===== config.mk =====
export PLATFORM = sky130hd
export DESIGN_NAME = tilemap_layer_mixer
export DESIGN_NICKNAME = d
export VERILOG_FILES = /design/src/rtl/tilemap_layer_mixer.sv
export SDC_FILE = /design/constraint.sdc
export NUM_CORES = 1
export LEC_CHECK = 0
export ABC_AREA = 1
export BUFFER_PORTS_ARGS = -buffer_cell sky130_fd_sc_hd__clkbuf_2
export CAP_MARGIN = 20
export CORE_UTILIZATION = 40
export CTS_CLUSTER_DIAMETER = 200
export DETAILED_ROUTE_END_ITERATION = 7
export PLACE_DENSITY = 0.7
export SLEW_MARGIN = 20
export SYNTH_ARGS = -nofsm -noshare
export SYNTH_HDL_FRONTEND = slang
export SYNTH_SLANG_ARGS = --single-unit

===== constraint.sdc =====
create_clock -name i_EMU_MCLK -period 2.4 [get_ports i_EMU_MCLK]
set_clock_uncertainty 0.1 [all_clocks]
set_input_delay 0.12 -clock i_EMU_MCLK [delete_from_list [all_inputs] [get_ports i_EMU_MCLK]]
set_output_delay 0.12 -clock i_EMU_MCLK [all_outputs]
set_load 0.03 [all_outputs]

===== src/rtl/tilemap_layer_mixer.sv =====
// Two-layer tilemap mixer: latches per-tile attributes for layers A and B, aligns
// A's attribute with its delayed pixel path, and picks the visible pixel's CRAM address.
module tilemap_layer_mixer #(
    parameter int A_DELAY = 4
) (
    input  logic        i_EMU_MCLK,
    input  logic        i_EMU_RST,
    input  logic        i_EMU_CLK6MPCEN_n,
    input  logic        i_ABS_n4H,
    input  logic        i_ABS_2H,
    input  logic [1:0]  i_A_MODE,
    input  logic [1:0]  i_B_MODE,
    input  logic [6:0]  i_A_PALETTE,
    input  logic [6:0]  i_B_PALETTE,
    input  logic        i_A_PRIO,
    input  logic        i_B_PRIO,
    input  logic [3:0]  i_A_PIXEL,
    input  logic [3:0]  i_B_PIXEL,
    input  logic        i_A_TRN_n,
    input  logic        i_B_TRN_n,
    output logic [11:0] o_CRAM_ADDR,
    output logic        o_OPAQUE
);

    localparam logic [1:0] MODE_LOAD = 2'b11;

    logic       pix_en;
    logic       h2_dl;
    logic       px7;
    logic       px3;
    logic [7:0] a_fetch;
    logic [7:0] b_fetch;
    logic [7:0] a_active;
    logic [7:0] b_active;
    logic [7:0] a_dly [A_DELAY];
    logic [7:0] a_attr;
    logic [11:0] sel_addr;
    logic        sel_opaque;
    logic        unused_b_prio;

    assign pix_en = ~i_EMU_CLK6MPCEN_n;
    assign px7    = i_ABS_2H & h2_dl & ~i_ABS_n4H;
    assign px3    = i_ABS_2H & h2_dl &  i_ABS_n4H;
    assign a_attr = a_dly[A_DELAY-1];

    // B's priority bit travels with its attribute but never affects the selection.
    assign unused_b_prio = b_active[7];

    // NOTE: every output of a combinational block gets a default first, so no path
    // leaves it unassigned and no latch is inferred.
    always_comb begin
        sel_addr   = 12'h000;
        sel_opaque = 1'b0;
        if (i_A_TRN_n && a_attr[7]) begin
            sel_addr   = {1'b0, a_attr[6:0], i_A_PIXEL};
            sel_opaque = 1'b1;
        end else if (i_B_TRN_n) begin
            sel_addr   = {1'b1, b_active[6:0], i_B_PIXEL};
            sel_opaque = 1'b1;
        end else if (i_A_TRN_n) begin
            sel_addr   = {1'b0, a_attr[6:0], i_A_PIXEL};
            sel_opaque = 1'b1;
        end
    end

    // NOTE: non-blocking assignments make a load that coincides with a strobe read
    // the fetch latch's old value, which is exactly the intended hardware behaviour.
    always_ff @(posedge i_EMU_MCLK or posedge i_EMU_RST) begin
        if (i_EMU_RST) begin
            h2_dl       <= 1'b0;
            a_fetch     <= 8'h00;
            b_fetch     <= 8'h00;
            a_active    <= 8'h00;
            b_active    <= 8'h00;
            o_CRAM_ADDR <= 12'h000;
            o_OPAQUE    <= 1'b0;
            // NOTE: the delay line is cleared too; stale attributes would otherwise
            // colour the first pixels after a mid-line reset.
            for (int i = 0; i < A_DELAY; i++) a_dly[i] <= 8'h00;
        end else if (pix_en) begin
            h2_dl <= i_ABS_2H;
            if (px7) a_fetch <= {i_A_PRIO, i_A_PALETTE};
            if (px3) b_fetch <= {i_B_PRIO, i_B_PALETTE};
            if (i_A_MODE == MODE_LOAD) a_active <= a_fetch;
            if (i_B_MODE == MODE_LOAD) b_active <= b_fetch;
            a_dly[0] <= a_active;
            for (int i = 1; i < A_DELAY; i++) a_dly[i] <= a_dly[i-1];
            o_CRAM_ADDR <= sel_addr;
            o_OPAQUE    <= sel_opaque;
        end
    end

endmodule

; Yosys cells after proc, flatten, opt, wreduce, memory -nomap -nowiden
; Index checks and enable logic that the tools add are counted.
[classes]
n_reduce_logical = 5
eq_ne = 2
mux = 6
bitwise_logic = 5
[op_table]
columns = op, count
row1 = two-way mux 12 bit, 2
row2 = two-way mux 11 bit, 1
row3 = AND reduction 2 bit, 4
row4 = equality test 2 bit (second input constant), 2
row5 = bitwise AND 1 bit, 3
row6 = two-way mux 1 bit, 3
row7 = NOT 1 bit, 2
row8 = logical AND 1 bit, 1
[totals]
in_bits = 35
register_bits = 76
out_inout_bits = 13

; Depth between registers and ports, before layout
[depth]
depth_word = 3
depth_mapped = 6

; Least setup slack after synthesis
; OpenSTA, ideal clock, no wires.
[synth_timing]
path_kind = register to register
start = register h2_dl
end = register a_fetch[0]
setup_ns = 0.117
path_stages_with_launch = 7
required_ns = 2.183
slack_ns = 1.308
arrival_ns = 0.876
path_cell_list = dfrtp_1 buf_4 inv_2 nor2_4 nand2_2 nand2_1 nand2_1
[synth_via]
elab_chain_cells = 3
[synth_lines]
columns = element, line
row1 = from (decl), 28  ; logic h2_dl;
row2 = from (signal assigned), 81  ; h2_dl <= i_ABS_2H;
row3 = bitwise AND 1 bit (2 in series), 42  ; assign px7 = i_ABS_2H & h2_dl & ~i_ABS_n4H;
row4 = AND reduction 2 bit (no source line), n/a
row5 = to (signal assigned), 82  ; if (px7) a_fetch <= {i_A_PRIO, i_A_PALETTE};
row6 = to (decl), 31  ; logic [7:0] a_fetch;
; No other way between the ends.
; A chain may end at the register's enable or synchronous reset.

; Worst setup path after layout
[layout_timing]
start = register a_dly, in the netlist a_attr[7]
end = register o_CRAM_ADDR[1]
[layout_via]
elab_chain_cells = 2
[layout_lines]
columns = element, line
row1 = from (decl), 35  ; logic [7:0] a_dly [A_DELAY];
row2 = logical AND 1 bit, 54  ; if (i_A_TRN_n && a_attr[7]) begin
row3 = two-way mux 12 bit, 54
row4 = to (signal assigned), 88  ; o_CRAM_ADDR <= sel_addr;
row5 = to (decl), 21  ; output logic [11:0] o_CRAM_ADDR,
; No other way between the ends.

==> run summary <==
first-pass GRT wire length: 10,300 um
Slew Viols, Final: 0
Vias: 2,392
CTS sink count: 76
vias in the first global route: 2,352
filler cell count: 749
CP endpoint: o_CRAM_ADDR[1]$_DFFE_PP0N_
Die Span Y: 91.7 um
most common cell in the netlist: nand2_1
routed vias/inst: 4.50
Hold Fails Final Rpt: 0
GP Congestion: 0.713
Leak: 2.05 nW
Startpoint Class: flop
Die Width: 91.7 um
Avg Inst Size Synth: 8.97 um^2
Top Ports: 48
Cell Rows: 32
CP max FO: 12
crit path DAT: 2240 ps
clk_lat worst skew: 350 ps
Worst Setup SP: a_attr[7]$_DFFE_PP0N_
sequential area share after synthesis: 59.1%
Rel. slew slack: 51.5%
area grow syn2layout: 20.6%
Highest Clock Rate: 489 MHz
Detailed Routing Iterations Pass 1: 4
dpl ws: 924 ps
share of the synthesized area in the top cell type: 59.1%
clock root buffer: clkbuf_8
H-Tree Depth: 3
ys flop type: dfrtp_1
CTS max path bufs: 2
worst hold path type: input pin to flop
hold path start: i_B_PIXEL[2]
Slew @ Worst Pin: 727 ps
fin crit period: 2050 ps
Post-synth top cells: nand2_1, dfrtp_1, inv_1
Placeable Area: 7770 um^2
Final Setup Violations: 0
Initial Util: 41.5%
maximum VDD drop: 0.359 mV
multi-input logic area: 1030 um^2
GRT overflow: 0
final net count: 459
power per cell area: 799 nW/um^2
yosys warns: 0
Post-Route WL: 5630 um
CTS clk-pin slew, worst paths: 80 ps
synth unique cells: 21
FF-to-FF path depth: 6
cell taking the most area after synthesis: dfrtp_1
Mapped Cells: 359
fin worst setup slack: 354 ps
Max-cap violations: 0
CP Capture Type: flop
Reg2Reg Setup Slack: 350 ps
layout cell share with drive strength beyond 1: 19.1%
all-layer global routing usage: 15.5%
drt drc: 0
RSZ-0062 raised after global routing: false
CTS tree: done
Async SR Flop Fraction: 100%
run status: finished clean
mapped cell area: 3220 um^2
initial antenna violation count: 0
area of the die: 8410 um^2
Sequential Area: 1900 um^2
Post-synth EDFFs: 0
Worst Path Class, Setup: flop to flop
worst r2r dst: o_CRAM_ADDR[1]$_DFFE_PP0N_
Worst EP required: 2590 ps
worst hold slack: 9.67 ps
largest net degree at the start of global routing: 47
DRT antenna net count: 0
Ant. Diodes: 0
Mapped Nets: 394
HPWL Detailed: 3730 um
final period utilization: 85.2%
r2r startpoint: a_attr[7]$_DFFE_PP0N_
Pwr Total: 0.00310 W
setup fix buffers added after clock tree synthesis: 0
initial DRC count: 116
CTS buffer count: 9
setup TNS: 0 ps
WL per Instance: 10.6 um
Synth area leaders: dfrtp_1, nand2_1, inv_1, nand3_1, o21ai_0
cells resized by post-CTS repair: 0
FF+latch count, synth: 76
port bufs: 46
## through the flow
stage / area [um^2] / util (%) / instances
after floorplan: 3220 / - / 359
after global placement: 3480 / 44.8 / 493
after detailed placement: 3480 / 44.8 / 493
after CTS: 3880 / 50.0 / 531
after global routing: 3880 / 50.0 / 531
final: 3880 / 50.0 / 531
## worst max-delay path: stages (launching register included)
cell	delay, ps
dfrtp_1	400
nand2_1	300
nand2_1	340
nand2_1	160
nand3_2	60
dlygate4sd3_1	570
nand2_1	60
## cells in the final DEF, fill, tap and decap left out
cell           synthesis  final
o21ai_0               26     26
nand2_2                1      1
nor2_2                 3      3
buf_4                  6      2
nand3_1               29     29
clkbuf_8               0      9
buf_12                 0      1
nand2_1              139    139
inv_2                  1      2
inv_4                  1      1
clkbuf_2               0     46
inv_1                 39     38
inv_6                  0      1
dfrtp_1               76     76
nand4_1                7      7
clkinv_4               0      2
nand3_2                2      2
inv_8                  0      1
clkinvlp_4             0      3
a21oi_2                3      3
dlygate4sd3_1          0     22
nor2_4                 3      3
nor2_1                 5      5
nand3_4                2      2
a21oi_1                4      4
o21bai_1               1      1
## report_power, final
group / internal, W / switching (W) / total [W]
Combinational: 0.000209 / 0.000343 / 0.000552
Clock: 0.000388 / 0.000493 / 0.000881
Sequential: 0.00154 / 0.000129 / 0.00167
Total: 0.00214 / 0.000965 / 0.00310
## cell type report
| type | count | share of cell area (%) |
|---|---|---|
| clock inverter | 7 | 1.55 |
| clock buffer | 9 | 3.19 |
| tap | 102 | 3.29 |
| sequential | 76 | 49.0 |
| timing repair buffer | 71 | 12.5 |
| multi-input combinational | 225 | 26.5 |
| inverter | 41 | 4.03 |
## registers in the layout, summed over array words and instances, names as in the netlist
| register | cells |
|---|---|
| a_dly | 24 |
| o_CRAM_ADDR | 12 |
| a_active | 8 |
| a_attr | 8 |
| a_fetch | 8 |
| b_active | 7 |
| b_fetch | 7 |
| h2_dl | 1 |
| o_OPAQUE | 1 |
## what timing repair did
action | CTS | global route
setup endpoints to repair | 0 | 0
hold buffers | 22 | 0
endpoints found under the hold margin | 52 | 0
## worst min-delay path by stage
stage               slack, ps                          to  depth (start not counted)
floorplan                 170      a_fetch[0]$_DFFE_PP0P_                          2
global placement          170      b_fetch[0]$_DFFE_PP0P_                          2
detailed placement        170      b_fetch[0]$_DFFE_PP0P_                          2
CTS                         3  o_CRAM_ADDR[2]$_DFFE_PP0N_                          5
global route               40  o_CRAM_ADDR[2]$_DFFE_PP0N_                          5
finish                     10  o_CRAM_ADDR[2]$_DFFE_PP0N_                          5
## kinds of logic after synthesis
kind of cell           count (synthesis)  share of synthesized area [%]
AOI/OAI and AO/OA                     34                           5.71
buffers and inverters                 58                           9.05
DFF                                   76                           59.1
and+or+nand+nor                      191                           26.2
## metal layers
layer	vias up	share of wire [%]	wire [um]	track usage, %
met3	11	4.4	248	3.73
met2	53	46	2600	25.1
met1	1088	47	2670	19.9
li1	1240	-	-	-
met5	-	0	0	0
met4	0	2.0	111	6.64
Note: power is estimated with default switching activity, not from simulation.
